<file path="config.mk">
export PLATFORM = sky130hd
export DESIGN_NAME = ubus_ctrl
export DESIGN_NICKNAME = d
export VERILOG_FILES = /design/src/rtl/ubus_pkg.sv /design/src/rtl/ubus_strobe_sync.sv /design/src/rtl/ubus_ctrl.sv
export SDC_FILE = /design/constraint.sdc
export NUM_CORES = 1
export LEC_CHECK = 0
export CORE_ASPECT_RATIO = 1.2
export CORE_MARGIN = 3
export CORE_UTILIZATION = 38
export DETAILED_ROUTE_END_ITERATION = 8
export GPL_TIMING_DRIVEN = 0
export PLACE_DENSITY = 0.78
export SYNTH_ARGS = -nofsm -noshare
export SYNTH_HDL_FRONTEND = slang
export SYNTH_HIERARCHICAL = 1
export SYNTH_SLANG_ARGS = --single-unit
</file>
<file path="constraint.sdc">
create_clock -name clk_i -period 1.9 [get_ports clk_i]
set_input_delay 0.19 -clock clk_i [delete_from_list [all_inputs] [get_ports clk_i]]
set_output_delay 0.19 -clock clk_i [all_outputs]
set_load 0.05 [all_outputs]
</file>
<file path="src/rtl/ubus_pkg.sv">
// rtl/ubus_pkg.sv - shared types and constants for the microcontroller bus sequencer
package ubus_pkg;

    typedef enum logic [2:0] {
        ST_IDLE,
        ST_DECODE,
        ST_WAIT,
        ST_LOCAL,
        ST_DONE
    } ubus_state_e;

    localparam logic [1:0]  LOC_PEND   = 2'd0;
    localparam logic [1:0]  LOC_MASK   = 2'd1;
    localparam logic [1:0]  LOC_ERR    = 2'd2;
    localparam logic [1:0]  LOC_RSVD   = 2'd3;

    localparam logic [3:0]  LOCAL_PAGE = 4'hF;
    localparam logic [15:0] ERR_FILL   = 16'hFFFF;

    function automatic logic [15:0] err_word(input logic tmo, input logic nodev);
        return {14'b0, tmo, nodev};
    endfunction

endpackage

</file>
<file path="src/rtl/ubus_strobe_sync.sv">
// rtl/ubus_strobe_sync.sv - synchroniser and edge detector for the asynchronous uC strobe
module ubus_strobe_sync #(
    parameter int SYNC = 2
) (
    input  logic clk_i,
    input  logic reset_i,
    input  logic strobe_i,
    output logic level_o,
    output logic rise_o,
    output logic fall_o
);

    logic [SYNC-1:0] sync_q;
    logic            prev_q;

    always_ff @(posedge clk_i) begin
        if (reset_i) begin
            sync_q <= '0;
            prev_q <= 1'b0;
        end else begin
            sync_q <= {sync_q[SYNC-2:0], strobe_i};
            prev_q <= sync_q[SYNC-1];
        end
    end

    assign level_o = sync_q[SYNC-1];
    assign rise_o  = sync_q[SYNC-1] & ~prev_q;
    assign fall_o  = ~sync_q[SYNC-1] & prev_q;

endmodule

</file>
<file path="src/rtl/ubus_ctrl.sv">
// rtl/ubus_ctrl.sv - uC bus sequencer: strobe decode, target handshake with timeout, local regs, irq
module ubus_ctrl
    import ubus_pkg::*;
#(
    parameter int NTGT    = 8,
    parameter int TIMEOUT = 255,
    parameter int SYNC    = 2
) (
    input  logic                 clk_i,
    input  logic                 reset_i,
    input  logic [15:0]          h_addr_i,
    input  logic [15:0]          h_wdata_i,
    input  logic                 h_write_i,
    input  logic                 h_strobe_i,
    output logic [15:0]          h_rdata_o,
    output logic                 h_busy_o,
    output logic                 h_irq_o,
    output logic [NTGT-1:0]      t_req_o,
    output logic [11:0]          t_addr_o,
    output logic [15:0]          t_wdata_o,
    output logic                 t_write_o,
    input  logic [16*NTGT-1:0]   t_rdata_i,
    input  logic [NTGT-1:0]      t_ack_i,
    input  logic [NTGT-1:0]      t_irq_i
);

    logic strobe_lvl;
    logic strobe_rise;
    logic strobe_fall_unused;

    ubus_strobe_sync #(.SYNC(SYNC)) u_strobe_sync (
        .clk_i    (clk_i),
        .reset_i  (reset_i),
        .strobe_i (h_strobe_i),
        .level_o  (strobe_lvl),
        .rise_o   (strobe_rise),
        .fall_o   (strobe_fall_unused)
    );

    ubus_state_e     state_q;
    logic [7:0]      cnt_q;
    logic [3:0]      idx_q;
    logic [NTGT-1:0] t_req_q;
    logic [11:0]     t_addr_q;
    logic [15:0]     t_wdata_q;
    logic            t_write_q;
    logic [15:0]     h_rdata_q;
    logic            h_busy_q;
    logic            err_tmo_q;
    logic            err_nodev_q;
    logic [NTGT-1:0] pend_q;
    logic [NTGT-1:0] mask_q;
    logic            h_irq_q;

    logic [NTGT-1:0] w1c;
    logic [NTGT-1:0] pend_d;
    logic [15:0]     local_rdata;
    logic            ack_hit;

    // Only the acknowledge of the target we are currently requesting counts.
    assign ack_hit = |(t_ack_i & t_req_q);

    always_comb begin
        w1c = '0;
        if (state_q == ST_LOCAL && t_write_q && t_addr_q[1:0] == LOC_PEND) begin
            w1c = t_wdata_q[NTGT-1:0];
        end
    end

    // A new attention level wins over a write-one-to-clear in the same cycle.
    assign pend_d = (pend_q & ~w1c) | t_irq_i;

    always_comb begin
        local_rdata = '0;
        case (t_addr_q[1:0])
            LOC_PEND: local_rdata = 16'(pend_q);
            LOC_MASK: local_rdata = 16'(mask_q);
            LOC_ERR:  local_rdata = err_word(err_tmo_q, err_nodev_q);
            default:  local_rdata = '0;
        endcase
    end

    always_ff @(posedge clk_i) begin
        if (reset_i) begin
            pend_q  <= '0;
            h_irq_q <= 1'b0;
        end else begin
            pend_q  <= pend_d;
            h_irq_q <= |(pend_q & mask_q);
        end
    end

    always_ff @(posedge clk_i) begin
        if (reset_i) begin
            state_q     <= ST_IDLE;
            cnt_q       <= '0;
            idx_q       <= '0;
            t_req_q     <= '0;
            t_addr_q    <= '0;
            t_wdata_q   <= '0;
            t_write_q   <= 1'b0;
            h_rdata_q   <= '0;
            h_busy_q    <= 1'b0;
            err_tmo_q   <= 1'b0;
            err_nodev_q <= 1'b0;
            mask_q      <= '0;
        end else begin
            case (state_q)
                ST_IDLE: begin
                    if (strobe_rise) begin
                        state_q  <= ST_DECODE;
                        h_busy_q <= 1'b1;
                    end
                end
                ST_DECODE: begin
                    t_addr_q  <= h_addr_i[11:0];
                    t_wdata_q <= h_wdata_i;
                    t_write_q <= h_write_i;
                    idx_q     <= h_addr_i[15:12];
                    cnt_q     <= '0;
                    if (32'(h_addr_i[15:12]) < NTGT) begin
                        t_req_q <= NTGT'(1) << h_addr_i[15:12];
                        state_q <= ST_WAIT;
                    end else if (h_addr_i[15:12] == LOCAL_PAGE) begin
                        state_q <= ST_LOCAL;
                    end else begin
                        err_nodev_q <= 1'b1;
                        h_rdata_q   <= ERR_FILL;
                        h_busy_q    <= 1'b0;
                        state_q     <= ST_DONE;
                    end
                end
                ST_WAIT: begin
                    if (ack_hit) begin
                        t_req_q  <= '0;
                        h_busy_q <= 1'b0;
                        state_q  <= ST_DONE;
                        if (!t_write_q) begin
                            h_rdata_q <= t_rdata_i[16*idx_q +: 16];
                        end
                    end else if (cnt_q == 8'(TIMEOUT - 1)) begin
                        t_req_q   <= '0;
                        err_tmo_q <= 1'b1;
                        h_rdata_q <= ERR_FILL;
                        h_busy_q  <= 1'b0;
                        state_q   <= ST_DONE;
                    end else begin
                        cnt_q <= cnt_q + 8'd1;
                    end
                end
                ST_LOCAL: begin
                    if (t_write_q) begin
                        case (t_addr_q[1:0])
                            LOC_MASK: mask_q <= t_wdata_q[NTGT-1:0];
                            LOC_ERR: begin
                                err_tmo_q   <= 1'b0;
                                err_nodev_q <= 1'b0;
                            end
                            default: ;
                        endcase
                    end else begin
                        h_rdata_q <= local_rdata;
                    end
                    h_busy_q <= 1'b0;
                    state_q  <= ST_DONE;
                end
                ST_DONE: begin
                    if (!strobe_lvl) begin
                        state_q <= ST_IDLE;
                    end
                end
                default: state_q <= ST_IDLE;
            endcase
        end
    end

    assign h_rdata_o = h_rdata_q;
    assign h_busy_o  = h_busy_q;
    assign h_irq_o   = h_irq_q;
    assign t_req_o   = t_req_q;
    assign t_addr_o  = t_addr_q;
    assign t_wdata_o = t_wdata_q;
    assign t_write_o = t_write_q;

endmodule

</file>
== After elaboration in Yosys (flattened, before gate mapping) ==
Cells that the tools add are included.

* Bits of input ports: 180
* Flip-flop bits (word level): 91
* Output and inout port bits: 55
* Logic and storage cells: 104

* Equality and inequality tests: 21
* Bitwise operators: 7
* Add/subtract/negate cells: 1
* Reduce and logical (&&, ||, !) cells: 19
* Muxes and demuxes: 37
* Order comparisons: 1
* Shift-type cells: 2

{| class="wikitable"
|+ Operators with widths
! operator !! count
|-
| 128-bit by 9-bit indexed part select with 16-bit output || 1
|-
| 16-bit two-way mux || 6
|-
| 8-bit two-way mux || 6
|-
| 16-bit one-hot mux with 3 select lines || 1
|-
| 8-bit one-hot mux with 2 select lines || 2
|-
| 8-bit bitwise AND || 3
|-
| 8-bit one-hot mux with 3 select lines || 1
|-
| 2-bit != test, second input constant || 10
|-
| 3-bit two-way mux || 6
|-
| 8-bit OR reduction || 2
|-
| 3-bit one-hot mux with 5 select lines || 1
|-
| 5-bit AND reduction || 3
|-
| 3-bit AND reduction || 4
|-
| 1-bit two-way mux || 11
|-
| 8-bit by 1-bit adder with 8-bit output, second input constant || 1
|-
| 8-bit == test, second input constant || 1
|-
| 8-bit NOT || 1
|-
| 8-bit OR || 1
|-
| 1-bit by 4-bit << shifter with 8-bit output, first input constant || 1
|-
| 3-bit by 2-bit == test with 1-bit output, second input constant || 2
|-
| 3-bit != test, second input constant || 2
|-
| 6-bit AND reduction || 1
|-
| 2-bit nonzero test || 3
|-
| 4-bit == test, second input constant || 1
|-
| other kinds (15) || 17
|}

== Depth between registers and ports, before layout ==
Gate-level depths: netlist of the first run.

* Word-level depth: 7
* Depth in mapped cells: 8
* Depth with buffers taken out: 6

== By module ==
The synthesis of the first run kept the hierarchy.

{| class="wikitable"
|+ By module, submodules not included
! module !! instances !! area an instance (sq um) !! cells each !! seq. area each (sq um)
|-
| ubus_ctrl || 1 || 4,868.4 || 578 || 1,761.7
|-
| ubus_strobe_sync || 1 || 91.3 || 8 || 60.1
|}

== Worst setup path before layout of the first run ==
Ideal clock, no wire load.

* Kind: register -> register
* Start: register t_req_q[2], in the netlist t_req_o[2]
* End: register t_req_q[7], in the netlist t_req_o[7]
* Slack: -261 ps
* Data required time: 1,772 ps
* Cell stages (with the launch flop): 8
* Arrival time: 2,033 ps
* Setup time: 128 ps
* Clock period less this slack: 2,161 ps
* Path buffers: 2
* Cell sequence: dfxtp_1 a22o_1 or4_1 buf_2 o21ai_2 buf_6 mux2i_1 nor2_1

* Cells in the longest elaborated chain, start to end: 4
* Elaborated cells between the ends (all ways): 6
* Those cells by class: 1 x eq/ne; 2 x mux; 1 x bitwise; 2 x reduce/logical

{| class="wikitable"
|+ RTL lines
! element !! RTL line !! source
|-
| from (decl) || ubus_ctrl.sv:43 || <nowiki>logic [NTGT-1:0] t_req_q;</nowiki>
|-
| from (signal assigned) || ubus_ctrl.sv:122 || <nowiki>t_req_q <= NTGT'(1) << h_addr_i[15:12];</nowiki>
|-
| 8-bit bitwise AND (*) || ubus_ctrl.sv:61 || <nowiki>assign ack_hit = |(t_ack_i & t_req_q);</nowiki>
|-
| 8-bit OR reduction (*) || ubus_ctrl.sv:61 ||
|-
| 3-bit != test (no line) / 8-bit two-way mux (equally long branches) || -- ||
|-
| 3-bit AND reduction (no line) / 8-bit one-hot mux with 2 select lines (equally long branches) || -- ||
|}

Mark *: on every way between the ends. The rest lies on a longest branch, timed or not.
A chain may end at the register's enable or synchronous reset.

== Worst setup path in the final report of the first run ==
* Start: register t_req_q[6], in the netlist t_req_o[6]
* End: register h_rdata_q[12], in the netlist h_rdata_o[12]

* Cells in the longest elaborated chain, start to end: 4
* Elaborated cells between the ends (all ways): 7
* Those cells by class: 2 x eq/ne; 2 x mux; 1 x bitwise; 2 x reduce/logical

{| class="wikitable"
|+ RTL lines
! element !! RTL line !! source
|-
| 8-bit bitwise AND (*) || ubus_ctrl.sv:61 ||
|-
| 8-bit OR reduction (*) || ubus_ctrl.sv:61 ||
|-
| 3-bit != test (no line) / 16-bit two-way mux (equally long branches) || -- ||
|-
| 6-bit AND reduction (no line) / 16-bit one-hot mux with 3 select lines (equally long branches) || -- ||
|-
| to (signal assigned) || ubus_ctrl.sv:139 || <nowiki>h_rdata_q <= t_rdata_i[16*idx_q +: 16];</nowiki>
|-
| to (signal assigned) || ubus_ctrl.sv:162 || <nowiki>h_rdata_q <= local_rdata;</nowiki>
|-
| to (decl) || ubus_ctrl.sv:47 || <nowiki>logic [15:0] h_rdata_q;</nowiki>
|}

Marks and branches as above.

==> qor.yml, run 1 <==
clk-insertion-delay-late_ns: 0.34
ant_nets: 0
layout.nets: 1048
area_growth_pct: 73.3
die_h_um: 131
start_util_pct: 38.9
cts-root-buf: "clkbuf_16"
end_kind: "register"
dp.cells: 980
tritoncts: "built"
worst_hold_startpoint: "h_addr_i[13]"
grt_first_pass_wirelength_um: 27400
track_usage_pct: 24.3
finalCritPeriodShare_pct: 105
clkSlewWorstSetupHoldPaths_ns: 0.07
fin_crit_ns: 2.00
die_area_sq_um: 14400
dp_hpwl_um: 14300
fmax_ghz: 0.500
setup_viol: 16
die_w_um: 110
gr-total-overflow: 0
synth.avg_cell_area_sq_um: 8.47
dpl_worst_slack_ns: -0.540
cts_buffers: 9
maxSlewViolCount: 0
failed_checks: "setup timing"
min_to: "idx_q[1]"
drive_gt1_share_pct: 20.0
dr.pass1.iters: 5
leakagePower_nw: 2.94
initialDrtViolationCount: 357
max-slew-margin-rel_pct: 53.7
fp-row-count: 45
cts_max_level: 3
critPathMaxFanout: 6
status: "finished with violations"
startpoint_type: "register"
ys_warn_count: 6
critPathBufInv: 2
r2r_slack_ns: -0.1
synth_area_sq_um: 4950
vdd_ir_drop_max_uv: 545
r2r-start: "t_req_o[6]"
crit_chain: "a22o_4, or4_4, buf_6, o21ai_4, buf_4, nor4_4, nor3_2"
cp_slowest_cell: "or4_4"
wl_per_cell_um: 19.2
synth_nets: 767
grt_pass1_vias: 5538
crit_family: "simple AND/OR/NAND/NOR gates"
use_met2_pct: 43.9
cp.required_ns: 2.15
ios: 235
core-area_sq_um: 12700
drc: 0
cts_buffer_depth: 2
rsz0062_at_grt: "true"
cts.sinks: 91
wirelength_um: 19800
grt.met1_usage_pct: 26.3
instances_no_fill: 1034
clock_skew_ns: 0.00958
hold_path_depth: 3
grt_max_degree: 15
vias_per_cell: 5.55
min_path_type: "in2reg"
maxCapViolCount: 0
busiest_layer: "met2"
diodes: 0
crit_arrival_ns: 2.25
cpPeakStageDelay_ns: 0.61
criticalPathCategory: "reg2reg"
worst_slew_pin_slew_ns: 0.695
p_per_area_nw_per_um2: 729
grtUsageMet3_pct: 7.64
routabilityCongestion: 0.872
timing.rr.end: "h_rdata_o[12]"
rr_worst_depth: 7
fin_ws_ns: -0.100
synthCells: 585
antenna_found_initial: 2
dr_total_vias: 5735
portBuffers: 231
fin_hold_ws_ns: 0.301
hold_viol: 0
[worst max path at each step]
stage | start | end | depth (start not counted)
after detailed placement | t_ack_i[6] | h_rdata_o[4] | 7
after global routing | t_req_o[6] | t_req_o[7] | 6
after floorplan | t_req_o[6] | t_req_o[7] | 7
after global placement | t_ack_i[6] | h_rdata_o[13] | 7
after CTS | t_req_o[2] | t_req_o[7] | 6
final | t_req_o[6] | h_rdata_o[12] | 7
[layout make-up]
cell class              instances  area, sq um
clock buffers                  11          253
flip-flops and latches         91         1850
plain buffers                  45          302
multi-input cells             425         3150
fillers                      1006         4140
well taps                     164          205
repair buffers                272         2690
clock inverters                 4         48.8
inverters                      22         82.6
[repair_timing]
action | CTS | global route
hold buffers | 0 | 0
cloned | 0 | 2
setup endpoints to repair | 73 | 62
gates resized for setup | 36 | 85
pin swaps | 22 | 37
setup buffers | 21 | 18
[tightest hold or removal path, delay by kind of cell]
| kind | cells | cell delay [ns] |
|---|---|---|
| AND/OR/NAND/NOR | 1 | 0.13 |
| buffers and inverters | 1 | 0.22 |
| AO/OA/AOI/OAI | 1 | 0.06 |
[state kept, by name, indices dropped and copies added (netlist names)]
name	cells
idx_q	4
cnt_q	8
h_rdata_o	16
h_irq_o	1
state_q	3
t_req_o	8
t_wdata_o	16
u_strobe_sync/sync_q	2
t_write_o	1
err_tmo_q	1
err_nodev_q	1
mask_q	8
u_strobe_sync/prev_q	1
h_busy_o	1
pend_q	8
t_addr_o	12
[per-stage QoR]
step / setup TNS, ns / instance area [sq um] / power, W / util (%)
6_report: -0.878 / 8580 / 0.00625 / 67.4
5_1_grt: -2.43 / 8580 / 0.00650 / 67.4
4_1_cts: -0.481 / 8150 / 0.00607 / 64.0
2_1_floorplan: -0.214 / 5040 / 0.00334 / -
3_3_place_gp: -19.59 / 7560 / 0.00413 / 59.4
3_5_place_dp: -23.53 / 7560 / 0.00417 / 59.4
[report_power, final]
group / switching (W) / internal (W) / total, W
sequential: 0.000104 / 0.00206 / 0.00216
clock: 0.000729 / 0.00108 / 0.00181
combinational: 0.00123 / 0.00105 / 0.00228
total: 0.00206 / 0.00419 / 0.00625
[routing by layer]
metal	wire length (um)	part of all wire (%)
met1	7180	36
met4	646	3.3
met5	14	0.071
met2	9980	50
met3	2010	10
[placed cells by master (no fill, tap or decap), types with 3 or more instances in the layout]
cell             instances
xor2_1                   3
o21ai_4                  3
nand4_1                 13
a21oi_2                 11
dfxtp_2                  8
inv_1                   22
buf_1                    6
nor2_1                  37
nor4_1                   6
buf_4                   29
mux4_2                  16
clkbuf_1                16
dfxtp_4                  4
nor4_4                   4
mux2i_1                 49
o21ai_2                  4
o21ai_0                 16
dfxtp_1                 79
clkdlybuf4s50_1        230
clkbuf_16               10
nor2b_1                  6
a22oi_1                 12
nand2_1                 88
clkbuf_2                 6
a22o_4                   3
nor3_1                  12
buf_6                   21
a31o_2                   8
a21oi_4                  3
o21ai_1                  3
a21oi_1                 75
Power figures use the tool's default switching activity.
==> inputs of run 2 (changes only) <==
--- a/config.mk
+++ b/config.mk
@@ -11,6 +11,7 @@
 export DETAILED_ROUTE_END_ITERATION = 8
 export GPL_TIMING_DRIVEN = 0
 export PLACE_DENSITY = 0.78
+export RECOVER_POWER = 50
 export SYNTH_ARGS = -nofsm -noshare
 export SYNTH_HDL_FRONTEND = slang
 export SYNTH_HIERARCHICAL = 1
==> run 2 against run 1 <==
  * The run still ends with setup timing left
  * Total power shrank 0.45%
  * Sequential power barely moved
  * Flip-flop and latch count stayed put
  * Final cell count unchanged
  * Worst hold slack improved by 0.0030 ns
  * Sequential share of layout area grew 0.079 points
  * Die area unchanged
  * Clock skew decreased by 0.00060 ns
  * Largest cell class unchanged
  * Clock-buffer cell count unchanged
  * Via count shrank 0.96%
==> qor.yml, run 2 (synthesis results as in run 1) <==
status: "finished with violations"  # unchanged
failed_checks: "setup timing"  # unchanged
diodes: 0  # unchanged
p_int_w: 0.00417  # was 0.00419 W
startpoint_type: "register"  # unchanged
end_kind: "register"  # unchanged
max-slew-margin-rel_pct: 53.2  # was 53.7%
design_area_sq_um: 8550  # was 8580 sq um
endpoint: "h_rdata_o[12]"  # unchanged
dr_total_vias: 5680  # was 5735
leakagePower_nw: 2.98  # was 2.94 nW
critPathMaxFanout: 6  # unchanged
wl_per_cell_um: 19.1  # was 19.2 um
dp_hpwl_um: 14300  # unchanged
met1_length_um: 7130  # was 7180 um
wirelength_um: 19700  # was 19800 um
clk-insertion-delay-late_ns: 0.34  # about the same
ant_nets: 0  # unchanged
grt_first_pass_wirelength_um: 27400  # unchanged
dp.cells: 980  # unchanged
cts.sinks: 91  # unchanged
maxCapViolCount: 0  # unchanged
finalCritPeriodShare_pct: 106  # was 105%
cts-root-buf: "clkbuf_16"  # unchanged
track_usage_pct: 24.3  # unchanged
instances_no_fill: 1034  # unchanged
gr-total-overflow: 0  # unchanged
multi_input_area_sq_um: 3140  # was 3150 sq um
wl_met2_um: 9850  # was 9980 um
cts_buffer_depth: 2  # unchanged
core-area_sq_um: 12700  # unchanged
timing.rr.end: "h_rdata_o[12]"  # unchanged
seqPwrFrac_pct: 34.7  # was 34.6%
die_area_sq_um: 14400  # unchanged
grt_pass1_vias: 5538  # unchanged
hold_viol: 0  # unchanged
initialDrtViolationCount: 405  # was 357
postPlaceCellArea_sq_um: 7560  # unchanged
die_w_um: 110  # unchanged
cp.required_ns: 2.15  # about the same
switching_share_pct: 33.0  # about the same
routabilityCongestion: 0.872  # unchanged
vias_per_cell: 5.49  # was 5.55
final_common_cell: "clkdlybuf4s50_1"  # unchanged
dr_wl_met3_um: 2070  # was 2010 um
worst_slew_pin_slew_ns: 0.702  # was 0.695 ns
fp-row-count: 45  # unchanged
fin_setup_tns_ns: -0.904  # was -0.878 ns
criticalPathCategory: "reg2reg"  # unchanged
die_h_um: 131  # unchanged
ios: 235  # unchanged
final_cell_mix: "211 x clkdlybuf4s50_1, 88 x nand2_1, 79 x dfxtp_1, 75 x a21oi_1, 49 x mux2i_1"  # was 230 x clkdlybuf4s50_1, 88 x nand2_1, 79 x dfxtp_1, 75 x a21oi_1, 49 x mux2i_1
clock_skew_ns: 0.00898  # was 0.00958 ns
p_comb_share_pct: 36.3  # was 36.5%
fin_ws_ns: -0.105  # was -0.100 ns
rr_worst_depth: 7  # unchanged
r2r-start: "t_req_o[6]"  # unchanged
layout.nets: 1048  # unchanged
drive_gt1_share_pct: 19.8  # was 20.0%
dr.pass1.iters: 5  # unchanged
vdd_ir_drop_max_uv: 545  # about the same
r2r_slack_ns: -0.10  # was -0.1 ns
power.switching_w: 0.00205  # was 0.00206 W
clkPwrFrac_pct: 29.1  # was 29.0%
final.fill_count: 1012  # was 1006
fmax_ghz: 0.499  # was 0.500 GHz
rsz0062_at_grt: "true"  # unchanged
grt_max_degree: 15  # unchanged
startpoint: "t_req_o[6]"  # unchanged
fin_crit_ns: 2.00  # about the same
portBuffers: 231  # unchanged
setup_viol: 17  # was 16
antenna_found_initial: 2  # unchanged
maxSlewViolCount: 0  # unchanged
p_per_area_nw_per_um2: 728  # was 729 nW/um^2
crit_arrival_ns: 2.26  # was 2.25 ns
regArea_sq_um: 1850  # unchanged
tritoncts: "built"  # unchanged
cts_max_level: 3  # unchanged
min_path_type: "in2reg"  # unchanged
top_layer: "met5"  # unchanged
start_util_pct: 38.9  # unchanged
clkSlewWorstSetupHoldPaths_ns: 0.07  # about the same
cts_buffers: 9  # unchanged
drc: 0  # unchanged
area_growth_pct: 72.6  # was 73.3%
-- run 2: routing by layer --
layer | track usage, % | up-vias
met2 | 43.9 | 286
li1 | - | 2668
met5 | 0 | -
met3 | 7.64 | 57
met1 | 26.3 | 2665
met4 | 9.28 | 4
-- run 2: worst min path at each step --
| stage | to | start | cells past startpoint | slack (ns) |
|---|---|---|---|---|
| after detailed placement | u_strobe_sync/sync_q[1] | u_strobe_sync/sync_q[0] | 1 | 0.45 |
| after global routing | idx_q[1] | h_addr_i[13] | 3 | 0.35 |
| final | idx_q[1] | h_addr_i[13] | 3 | 0.30 |
| after CTS | idx_q[1] | h_addr_i[13] | 3 | 0.26 |
| after global placement | u_strobe_sync/sync_q[1] | u_strobe_sync/sync_q[0] | 1 | 0.43 |
| after floorplan | u_strobe_sync/prev_q | reset_i | 1 | 0.26 |
-- run 2: what timing repair did --
action	in CTS	in global routing
gates resized for setup	36	85
pin swaps	22	37
endpoints found under the setup margin	73	62
hold buffers	0	0
gates cloned	0	2
buffers inserted	21	18
-- run 2: worst max-delay path: stages, from the launching register on --
cell and delay, ns:
dfxtp_4 0.35, a22o_4 0.25, or4_4 0.61, buf_6 0.16
o21ai_4 0.16, buf_4 0.15, nor4_4 0.04, nor3_2 0.19
-- run 2: final cells by class --
class	instances	area share, %
plain buffers	45	3.45
clock buffers	11	2.96
clock inverters	4	0.571
inverters	22	0.966
multi-input cells	425	36.7
flip-flops and latches	91	21.6
well taps	164	2.40
repair buffers	272	31.4
-- run 2: stage by stage --
step | hold slack (ns) | setup WS, ns | total power, W | util (%)
global route | 0.353 | -0.150 | 0.00647 | 67.2
detailed placement | 0.447 | -0.540 | 0.00417 | 59.4
finish | 0.304 | -0.105 | 0.00623 | 67.2
global placement | 0.425 | -0.468 | 0.00413 | 59.4
floorplan | 0.262 | -0.0672 | 0.00334 | -
CTS | 0.257 | -0.0845 | 0.00607 | 64.0
-- run 2: power by group through the flow --
| stage | Sequential, W | Combinational, W | Clock, W |
|---|---|---|---|
| 5_1_grt | 0.00217 | 0.00239 | 0.00191 |
| 6_report | 0.00216 | 0.00226 | 0.00181 |
| 2_1_floorplan | 0.00258 | 0.000758 | 0 |
| 4_1_cts | 0.00215 | 0.00209 | 0.00183 |
| 3_5_place_dp | 0.00219 | 0.00197 | 0 |
| 3_3_place_gp | 0.00219 | 0.00194 | 0 |
